$ cat config.mk
export PLATFORM = sky130hd
export DESIGN_NAME = pipe_drain_fifo
export DESIGN_NICKNAME = d
export VERILOG_FILES = /design/src/rtl/pipe_drain_fifo.sv
export SDC_FILE = /design/constraint.sdc
export NUM_CORES = 1
export LEC_CHECK = 0
export CAP_MARGIN = 20
export CORE_MARGIN = 10
export CORE_UTILIZATION = 54
export CTS_CLUSTER_SIZE = 24
export DETAILED_ROUTE_END_ITERATION = 10
export PLACE_DENSITY = 0.75
export SLEW_MARGIN = 20
export SYNTH_ARGS = -nofsm -noshare
export SYNTH_HDL_FRONTEND = slang
export SYNTH_SLANG_ARGS = --single-unit
$ cat constraint.sdc
create_clock -name clk -period 2.53 [get_ports clk]
set_input_delay 0.506 -clock clk [delete_from_list [all_inputs] [get_ports clk]]
set_output_delay 0.506 -clock clk [all_outputs]
set_load 0.01 [all_outputs]
$ cat src/rtl/pipe_drain_fifo.sv
// rtl/pipe_drain_fifo.sv - credit-gated receive buffer behind a fixed-latency, non-stallable pipe
// Credits cover stored words plus words still in flight, so an arrival always has room.
module pipe_drain_fifo #(
   parameter int WIDTH = 8,
   parameter int DEPTH = 16
) (
   input  logic                         clk,
   input  logic                         rst_n,
   output logic                         issueOk,
   input  logic                         issue,
   input  logic                         dataInValid,
   input  logic [WIDTH-1:0]             dataIn,
   output logic [WIDTH-1:0]             dataOut,
   output logic                         dataOutValid,
   input  logic                         dataOutReady,
   output logic [$clog2(DEPTH+1)-1:0]   count,
   output logic                         overflow,
   output logic                         issueViolation
);

   localparam int CW = $clog2(DEPTH + 1);
   localparam int PW = $clog2(DEPTH);
   localparam logic [CW-1:0] DEPTH_C = CW'(DEPTH);

   logic [CW-1:0]    credits_q, credits_d;
   logic [CW-1:0]    count_q, count_d;
   logic [PW-1:0]    wr_ptr_q, wr_ptr_d;
   logic [PW-1:0]    rd_ptr_q, rd_ptr_d;
   logic             overflow_q, overflow_d;
   logic             issue_viol_q, issue_viol_d;
   logic [WIDTH-1:0] mem_q [DEPTH];

   logic issue_acc;
   logic pop;
   logic push;

   assign issueOk        = (credits_q != '0);
   assign dataOutValid   = (count_q != '0);
   assign dataOut        = mem_q[rd_ptr_q];
   assign count          = count_q;
   assign overflow       = overflow_q;
   assign issueViolation = issue_viol_q;

   // A pop in the same cycle frees the slot the arriving word needs.
   always_comb begin
      issue_acc    = issue & issueOk;
      pop          = dataOutValid & dataOutReady;
      push         = dataInValid & ((count_q != DEPTH_C) | pop);
      credits_d    = credits_q - {{(CW-1){1'b0}}, issue_acc} + {{(CW-1){1'b0}}, pop};
      count_d      = count_q + {{(CW-1){1'b0}}, push} - {{(CW-1){1'b0}}, pop};
      wr_ptr_d     = push ? wr_ptr_q + PW'(1) : wr_ptr_q;
      rd_ptr_d     = pop  ? rd_ptr_q + PW'(1) : rd_ptr_q;
      overflow_d   = overflow_q | (dataInValid & ~push);
      issue_viol_d = issue_viol_q | (issue & ~issueOk);
   end

   always_ff @(posedge clk or negedge rst_n) begin
      if (!rst_n) begin
         credits_q    <= DEPTH_C;
         count_q      <= '0;
         wr_ptr_q     <= '0;
         rd_ptr_q     <= '0;
         overflow_q   <= 1'b0;
         issue_viol_q <= 1'b0;
      end else begin
         credits_q    <= credits_d;
         count_q      <= count_d;
         wr_ptr_q     <= wr_ptr_d;
         rd_ptr_q     <= rd_ptr_d;
         overflow_q   <= overflow_d;
         issue_viol_q <= issue_viol_d;
      end
   end

   // Storage contents need no reset; count and pointers define what is valid.
   always_ff @(posedge clk) begin
      if (push) begin
         mem_q[wr_ptr_q] <= dataIn;
      end
   end

endmodule

==> reports/qor.csv, run 1 <==
stage,metric,value,unit
sta,tightestPinTransition,0.693,ns
synthesis,synthDistinctLibCells,41,
finish,fin_cells,605,
cts,cts_root_buf,clkbuf_16,
worst_setup_path,worstRegToRegCells,14,
cts,cts_tree,built,
finish,fill_cells,689,
cts,clock_sinks,148,
routing,drt_iter0_drc,323,
worst_setup_path,path_max_fanout,6,
power,peakVddDrop,0.878,mV
synthesis,synth_compound_area_share,6.23,%
power,power.leakage,0.00294,uW
finish,final-seq-area,4350,um^2
worst_setup_path,reg2reg_from,count[2],
power,p_per_area,1260,nW/um^2
sta,skew,0.0110,ns
power,pwr-share-seq,32.9,%
floorplan,die_h,128,um
placed_design,portBuffers,29,
power,power,10100,uW
power,power.internal,6670,uW
placed_design,dpl.hpwl,8520,um
worst_setup_path,critPathLaunch,rd_ptr_q[0],
run_status,outcome,"finished, violations left",
power,power.switching,3410,uW
cts,cts_buffers,17,
grt,grt_first_pass_wirelength,21200,um
floorplan,ios,30,
floorplan,die_area,16300,um^2
finish,fin_util,70.5,%
cts,postCtsHoldBufs,0,
synthesis,seq_area_frac_synth,69.6,%
grt,grt_max_degree,19,
worst_setup_path,worst_setup_path_end_kind,output pin,
placed_design,place_congestion,0.849,
synthesis,yosys.area_share.simple,3.83,%
routing,drc,0,
sta,rsz0062_at_grt,yes,
floorplan,rows,39,
synthesis,ys_ff_latch,148,
synthesis,ys_async_sr_fraction,13.5,%
cts,clk_latency,0.43,ns
placed_design,postPlaceCellArea,7040,um^2
worst_setup_path,r2r_slack,0.04,ns
cts,cts_max_level,4,
sta,max_freq,376,MHz
sta,slew_headroom,53.7,%
routing,viasPerCell,5.87,
routing,vias,3551,
sta,fin_ws,-0.127,ns
synthesis,synthCells,356,
finish,areaGrowthSynthToFinish,28.5,%
worst_setup_path,start_kind,flop,
cts,clockBufferDepth,2,
finish,drive_gt1_share,39.0,%
placed_design,placed_cells,563,
synthesis,synth_edf_count,128,
worst_setup_path,critical_path_required,2.02,ns
routing,wl_per_cell,23.2,um
grt,grt_pass1_vias,3664,
finish,n_antenna_cell,0,
synthesis,ys_warn_count,0,
worst_setup_path,criticalPathCategory,flop to output pin,
finish,final_area,8020,um^2
hold_path,hp-class,input pin to async pin,
synthesis,syn_avg_cell_area,17.5,um^2
worst_setup_path,crit_arrival,2.15,ns
grt,grt.overflow.total,0,
routing,drtAntennaViolNets,0,
power,power_frac_comb,41.3,%
floorplan,core,11400,um^2
synthesis,synth_nets,388,
routing,wl,14000,um
synthesis,synth_top_family_by_area,multiplexers,
sta,finalCriticalPeriod,2.66,ns
grt,grt.total_usage,17.4,%
worst_setup_path,reg2reg_to,count[4],
synthesis,synth_area,6240,um^2
sta,hold_viol,0,
sta,drv_slew,0,
synthesis,muxShareOfSynthArea,10.9,%
floorplan,chipWidth,128,um
synthesis,synth_top_flop_cell,edfxtp_1,
power,p_sw_share,33.8,%
floorplan,initial_core_util,54.9,%
sta,setup_viol,8,
routing,first_pass_iters,5,
synthesis,synthXorXnorAreaFrac,1.96,%
cts,path_clk_slew,0.06,ns
run_status,failed_checks,setup timing,
synthesis,synthAdderAreaFrac,4.05,%
run,maxCapViolations,0,
finish,layout.nets,481,
worst_setup_path,cp-endpoint,dataOut[3],
sta,period_share,105,%
grt,grt_antenna_before_repair,0,
power,power_frac_clock,25.7,%
finish,multiInputGateArea,1960,um^2
-- how the worst min path moves through the flow --
stage,end,start,depth (start not counted),slack [ns]
CTS,count[0],rst_n,1,0.41
floorplan,count[0],rst_n,0,0.21
global route,count[0],rst_n,1,0.43
detailed placement,issueViolation,issueViolation,1,0.46
finish,count[0],rst_n,1,0.40
global placement,issueViolation,issueViolation,1,0.44
-- cells by family (layout without fill, tap and decap cells) --
family          after synthesis  count (layout)
flops                       148             148
mux                          48              48
simple gates                 47              47
compound gates               43              43
buf+inv                      37             143
fa+ha+maj                    19              19
xor+xnor                     14              14
-- routing by layer --
| metal | vias to the layer above | share of wire (%) | global-route usage (%) |
|---|---|---|---|
| met4 | 0 | 2.8 | 7.84 |
| li1 | 1566 | - | - |
| met2 | 138 | 51 | 28.0 |
| met3 | 32 | 5.9 | 3.85 |
| met1 | 1815 | 40 | 22.2 |
| met5 | - | 0 | 0 |
-- power by group through the flow --
stage | combinational (uW) | clock [uW] | sequential (uW)
final | 4160 | 2600 | 3320
after global routing | 4490 | 2740 | 3360
after CTS | 3810 | 2620 | 3300
after detailed placement | 3570 | 0 | 3320
after global placement | 3490 | 0 | 3290
after floorplan | 2220 | 0 | 3270
-- cells in the final DEF (no fill, tap or decap), types with 10 or more instances in the layout --
cell and n:
mux4_2 16, inv_1 13, clkdlybuf4s50_1 20, xnor2_1 10, dfrtp_1 18, mux2i_1 18
ha_1 14, edfxtp_1 128, a221oi_2 13, clkbuf_16 18, nand2_1 17, nor2_1 14
buf_4 49
-- final cells by class --
type	instances	area share [%]
clock buffers	17	5.31
clock inverters	15	2.34
inverters	21	1.05
multi-input cells	171	24.5
flip-flops and latches	148	54.2
well taps	143	2.23
repair buffers	90	10.4
-- registers in the layout (all words and copies together), names as in the netlist --
register / count
count: 5
credits_q: 5
issueViolation: 1
mem_q: 128
overflow: 1
rd_ptr_q: 4
wr_ptr_q: 4
-- stage by stage --
step	setup WS (ns)	setup TNS, ns	hold WS (ns)
finish	-0.127	-0.623	0.403
global route	-0.176	-1.20	0.433
CTS	-0.120	-0.655	0.407
detailed placement	-0.132	-0.353	0.458
global placement	-0.0632	-0.106	0.436
floorplan	-0.000459	-0.000459	0.210
-- synth_stat cells (2+ instances only) --
library cell    n  share of area (%)
a21o_1          3               0.36
a21oi_1         4               0.32
a221oi_1        6               0.84
a221oi_2       10                2.4
a22oi_1         8               0.96
buf_1           3               0.18
buf_2           2               0.16
buf_4           4               0.48
buf_6           5               0.90
dfrtp_1        19                7.6
edfxtp_1      128                 62
fa_1            2               0.64
ha_1           17                3.4
inv_1          18                1.1
inv_2           2               0.12
mux2i_1        32                5.1
mux4_2         16                5.8
nand2_1        17                1.0
nand2b_1        2               0.20
nor2_1         14               0.84
nor2b_1         2               0.20
nor3_1          4               0.32
o21ai_0         8               0.64
xnor2_1        10                1.4
xor2_1          4               0.56
-- worst max-delay path, cell delays in order, from the launching register on --
cell and delay, ns:
dfrtp_2 0.50, buf_12 0.18, buf_8 0.12, mux4_2 0.53, a22oi_2 0.17, nand2_1 0.08
buf_2 0.15
-- what timing repair did --
action	in CTS	in global routing
setup endpoints to repair	11	11
endpoints found under the hold margin	0	0
setup buffers	6	4
cloned	1	1
gates resized for setup	65	35
pin swaps	17	22
Power figures use the tool's default switching activity.
==> run 2: changes to the inputs <==
- CORE_ASPECT_RATIO: default -> 0.6
- CORE_UTILIZATION: 54 -> 55
- DONT_BUFFER_PORTS: default -> 1
- PLACE_DENSITY: 0.75 -> 0.7
- clock period: 2.53 -> 2.8 ns (I/O delays scaled with it)
==> reports/qor.csv, run 2 (same netlist as run 1, synthesis figures left out) <==
stage,metric,value,unit,change
run_status,outcome,"finished, final reports clean",,
placed_design,place_congestion,0.807,,-4.9%
finish,fin_cells,552,,-8.8%
finish,largest_reg_flops,128,,unchanged
sta,fin_ws,0.147,ns,+0.275 ns
finish,layout_common_cells,"128 x edfxtp_1, 34 x buf_4, 32 x mux2i_1",,
grt,grt.overflow.total,0,,unchanged
floorplan,core,11200,um^2,-1.6%
finish,drive_gt1_share,27.2,%,-12 points
sta,hold_viol,0,,unchanged
finish,fill_cells,777,,+13%
placed_design,pre_cts_slack,0.0611,ns,+0.193 ns
floorplan,chipWidth,158,um,+24%
finish,layout.nets,427,,-11%
cts,clock_sinks,148,,unchanged
cts,path_clk_slew,0.06,ns,about the same
placed_design,dpl.hpwl,8150,um,-4.4%
sta,tightestPinTransition,0.933,ns,+0.240 ns
finish,multiInputGateArea,1700,um^2,-13%
finish,layout_commonest_cell,edfxtp_1,,
finish,final_area,7190,um^2,-10%
worst_setup_path,r2r_slack,0.15,ns,+0.11 ns
routing,wl,12600,um,-10%
worst_setup_path,crit_arrival,3.00,ns,+0.85 ns
sta,skew,0.0123,ns,+0.00132 ns
worst_setup_path,start_kind,flop,,
worst_setup_path,criticalPathCategory,flop to flop,,
routing,drc,0,,unchanged
hold_path,hold_depth,0,,
floorplan,ios,30,,unchanged
cts,clockBufferDepth,2,,unchanged
floorplan,die_area,16200,um^2,-0.67%
hold_path,hp-class,input pin to flop,,
power,power,7890,uW,-22%
cts,cts_max_level,4,,unchanged
sta,period_share,94.7,%,
sta,setup_viol,0,,-8
cts,cts_tree,built,,
sta,max_freq,377,MHz,
placed_design,portBuffers,0,,-100%
routing,first_pass_iters,5,,unchanged
cts,cts_root_buf,clkbuf_16,,
grt,grt.total_usage,16.6,%,-0.83 points
finish,top_register,mem_q,,
floorplan,rows,30,,-23%
worst_setup_path,worstRegToRegCells,14,,unchanged
sta,finalCriticalPeriod,2.65,ns,
cts,cts_buffers,17,,unchanged
power,p_per_area,1100,nW/um^2,-13%
routing,viasPerCell,5.88,,+0.16%
placed_design,postPlaceCellArea,6530,um^2,-7.3%
routing,drt_iter0_drc,257,,-20%
grt,grt_pass1_vias,3270,,-11%
placed_design,placed_cells,514,,-8.7%
worst_setup_path,worst_setup_path_end_kind,flop,,
grt,grt_antenna_before_repair,0,,unchanged
finish,fin_util,64.3,%,-6.2 points
routing,vias,3245,,-8.6%
floorplan,initial_core_util,55.8,%,+0.90 points
finish,n_antenna_cell,0,,unchanged
worst_setup_path,critical_path_required,3.15,ns,+1.13 ns
floorplan,die_h,103,um,-20%
sta,slew_headroom,37.6,%,-16 points
power,power.leakage,0.00265,uW,-9.8%
grt,grt_max_degree,38,,+19
power,peakVddDrop,0.714,mV,-19%
routing,wl_per_cell,22.9,um,-1.4%
cts,clk_latency,0.42,ns,about the same
run,maxCapViolations,0,,unchanged
grt,grt_first_pass_wirelength,19600,um,-7.7%
sta,drv_slew,0,,unchanged
finish,areaGrowthSynthToFinish,15.3,%,
routing,drtAntennaViolNets,0,,unchanged
worst_setup_path,path_max_fanout,4,,-2
finish,final-seq-area,4350,um^2,unchanged
-- run 2: cell types whose count changed in the layout (fill, tap and decap cells not counted), sizes merged, moves of 2 or more --
cell,previous run,this run
buf,68,35
clkdlybuf4s50,20,0
clkinv,2,5
inv,29,27
-- run 2: path summary, 6_finish.rpt --
kind,from,to
hold reg to reg,rd_ptr_q[2],rd_ptr_q[2]
min in group asynchronous,rst_n,count[1]
setup reg to reg,count[2],count[4]
setup / recovery,count[2],count[4]
max in group asynchronous,rst_n,rd_ptr_q[0]
hold / removal,dataIn[1],mem_q[10][1]
-- run 2: critical path, stage by stage, from the launching register on --
cell	delay (ns)
dfrtp_1	0.38
inv_2	0.09
ha_4	0.13
or4b_4	0.48
nand2_4	0.10
inv_4	0.05
ha_1	0.28
inv_1	0.06
ha_2	0.18
inv_2	0.04
fa_2	0.39
inv_2	0.06
a21oi_1	0.06
o21bai_1	0.16
xnor2_1	0.13
-- run 2: per-layer routing --
metal / track usage (%) / share of wire (%)
met5: 0 / 0
met3: 5.25 / 6.8
met4: 4.65 / 0.80
met1: 23.5 / 47
met2: 24.2 / 45
-- run 2: final cells by class --
cell class                      count  share of cell area, %
Inverter                           21                   1.13
Sequential cell                   148                   60.4
Multi-Input combinational cell    171                   23.7
Timing Repair Buffer               36                   3.97
Clock inverter                     15                   2.38
Tap cell                          144                   2.50
Clock buffer                       17                   5.91
-- run 2: power breakdown --
part | leakage (uW) | switching, uW | internal, uW
clock network | 0.000287 | 923 | 1340
registers | 0.00139 | 210 | 2760
logic | 0.000971 | 1530 | 1130
total | 0.00265 | 2660 | 5230
-- run 2: per-stage QoR --
step	hold WS, ns	setup TNS, ns
after floorplan	0.264	0
after global placement	0.265	0
after detailed placement	0.265	0
after CTS	0.221	0
after global routing	0.216	-0.00956
final	0.235	0
-- run 2: timing repair --
| item | 4_1_cts | 5_1_grt |
|---|---|---|
| setup buffers | 0 | 5 |
| hold endpoints to repair | 20 | 0 |
| resized for setup | 0 | 9 |
| hold buffers | 1 | 0 |
| setup endpoints to repair | 0 | 1 |
==> run 3: changes to the inputs <==
- MAX_ROUTING_LAYER: default -> met4
==> reports/qor.csv, run 3 (same netlist as run 1, synthesis figures left out) <==
stage,metric,value,unit,change
run_status,outcome,"finished, final reports clean",,
grt,grt_pass1_vias,3281,,+0.34%
sta,tightestPinTransition,0.932,ns,-0.00112 ns
power,pwr-share-seq,37.6,%,about the same
floorplan,ios,30,,unchanged
finish,top_register,mem_q,,
finish,largest_reg_flops,128,,unchanged
floorplan,die_h,103,um,unchanged
cts,clk_latency,0.42,ns,about the same
routing,vias,3239,,-0.18%
routing,wl,12600,um,-0.25%
cts,cts_buffers,17,,unchanged
grt,grt_first_pass_wirelength,19500,um,-0.11%
finish,fill_cells,777,,unchanged
routing,drt_iter0_drc,280,,+8.9%
sta,finalCriticalPeriod,2.65,ns,+0.000635 ns
finish,layout_commonest_cell,edfxtp_1,,
power,power.leakage,0.00265,uW,unchanged
floorplan,rows,30,,unchanged
worst_setup_path,crit_top_cell,inv_2,,
placed_design,place_congestion,0.818,,+1.5%
sta,setup_viol,0,,unchanged
power,power_frac_comb,33.7,%,about the same
worst_setup_path,cpPeakStageDelay,0.48,ns,about the same
finish,fin_util,64.3,%,unchanged
floorplan,chipWidth,158,um,unchanged
power,power.switching,2660,uW,about the same
power,power.internal,5230,uW,about the same
worst_setup_path,start_kind,flop,,
grt,grt_antenna_before_repair,0,,unchanged
run,maxCapViolations,0,,unchanged
routing,wl_per_cell,22.8,um,-0.25%
sta,slew_headroom,37.7,%,+0.075 points
power,power_frac_clock,28.7,%,about the same
grt,grt.total_usage,17.1,%,+0.48 points
placed_design,portBuffers,0,,unchanged
sta,max_freq,377,MHz,about the same
worst_setup_path,path_max_fanout,4,,unchanged
sta,period_share,94.8,%,about the same
sta,hold_viol,0,,unchanged
placed_design,dpl.hpwl,8150,um,unchanged
grt,grt_max_degree,38,,unchanged
cts,cts_tree,built,,
sta,hold_slack,0.232,ns,-0.00225 ns
worst_setup_path,crit_arrival,3.00,ns,about the same
cts,cts_max_level,4,,unchanged
sta,skew,0.0123,ns,+0.0000605 ns
cts,clock_sinks,148,,unchanged
worst_setup_path,crit_chain,"inv_2, ha_4, or4b_4, nand2_4, inv_4, ha_1, inv_1, ha_2, inv_2, fa_2, inv_2, a21oi_1, o21bai_1, xnor2_1",,
power,peakVddDrop,0.715,mV,about the same
power,p_per_area,1100,nW/um^2,about the same
finish,layout.nets,427,,unchanged
routing,drtAntennaViolNets,0,,unchanged
floorplan,core,11200,um^2,unchanged
finish,layout_common_cells,"128 x edfxtp_1, 34 x buf_4, 32 x mux2i_1",,
cts,cts_root_buf,clkbuf_16,,
routing,drc,0,,unchanged
worst_setup_path,criticalPathCategory,flop to flop,,
floorplan,initial_core_util,55.8,%,unchanged
power,p_sw_share,33.7,%,about the same
routing,first_pass_iters,5,,unchanged
grt,grt.overflow.total,0,,unchanged
routing,viasPerCell,5.87,,-0.18%
cts,clockBufferDepth,2,,unchanged
finish,drive_gt1_share,27.2,%,unchanged
finish,areaGrowthSynthToFinish,15.3,%,unchanged
worst_setup_path,critical_path.slowest_cell,or4b_4,,
cts,path_clk_slew,0.06,ns,about the same
worst_setup_path,critical_path_required,3.15,ns,about the same
floorplan,die_area,16200,um^2,unchanged
sta,drv_slew,0,,unchanged
hold_path,hp-class,input pin to flop,,
finish,n_antenna_cell,0,,unchanged
worst_setup_path,worst_setup_path_end_kind,flop,,
[run 3: cell counts in the layout (fill, tap and decap cells not counted)]
Identical to the previous run, type by type.
[run 3: final timing paths]
path | from | end | slack [ns] | cells past startpoint
max in group asynchronous | rst_n | rd_ptr_q[0] | 1.43 | 1
min reg2reg | rd_ptr_q[2] | rd_ptr_q[2] | 0.52 | 1
min in group asynchronous | rst_n | count[1] | 0.73 | 1
max | count[2] | count[4] | 0.15 | 14
min | dataIn[1] | mem_q[10][1] | 0.23 | 0
max reg2reg | count[2] | count[4] | 0.15 | 14
[run 3: repair_timing]
item,in CTS,in global routing
resized for setup,0,9
hold buffers,1,0
hold endpoints to repair,20,0
buffers inserted,0,5
setup endpoints to repair,0,1
[run 3: per-stage QoR]
step | instance area (um^2) | power [uW] | cells | setup slack (ns) | TNS, ns
3_3_place_gp | 6530 | 5520 | 514 | 0.143 | 0
4_1_cts | 7140 | 7880 | 547 | 0.0432 | 0
3_5_place_dp | 6530 | 5600 | 514 | 0.0611 | 0
5_1_grt | 7190 | 8300 | 552 | -0.00956 | -0.00956
2_1_floorplan | 6240 | 4940 | 356 | 0.162 | 0
6_report | 7190 | 7890 | 552 | 0.147 | 0
[run 3: cell type report]
class                           instances  area, um^2  share of cell area, %
Sequential cell                       148        4350                   60.4
Multi-Input combinational cell        171        1700                   23.7
Clock buffer                           17         425                   5.91
Timing Repair Buffer                   36         285                   3.97
Tap cell                              144         180                   2.50
Clock inverter                         15         171                   2.38
Inverter                               21        81.3                   1.13
[run 3: critical path, delay by kind of cell (launching register included)]
family          cells  cell delay, ns
fa+ha+maj           4            0.98
simple gates        2            0.58
flops               1            0.38
buf+inv             5            0.29
compound gates      2            0.22
xor+xnor            1            0.13
[run 3: power groups by stage]
| stage | Combinational, uW | Clock (uW) | Sequential [uW] |
|---|---|---|---|
| after floorplan | 1990 | 0 | 2950 |
| after global placement | 2530 | 0 | 3000 |
| after detailed placement | 2590 | 0 | 3010 |
| after CTS | 2610 | 2300 | 2970 |
| after global routing | 2900 | 2390 | 3010 |
| final | 2660 | 2260 | 2970 |
[run 3: metal layers]
layer  vias up  GRT usage [%]  wire length (um)
met5         -              -                 0
met4         0           4.65               102
met3        12           5.17               957
met2       111           24.4              5750
met1      1664           23.4              5780
li1       1452              -                 -
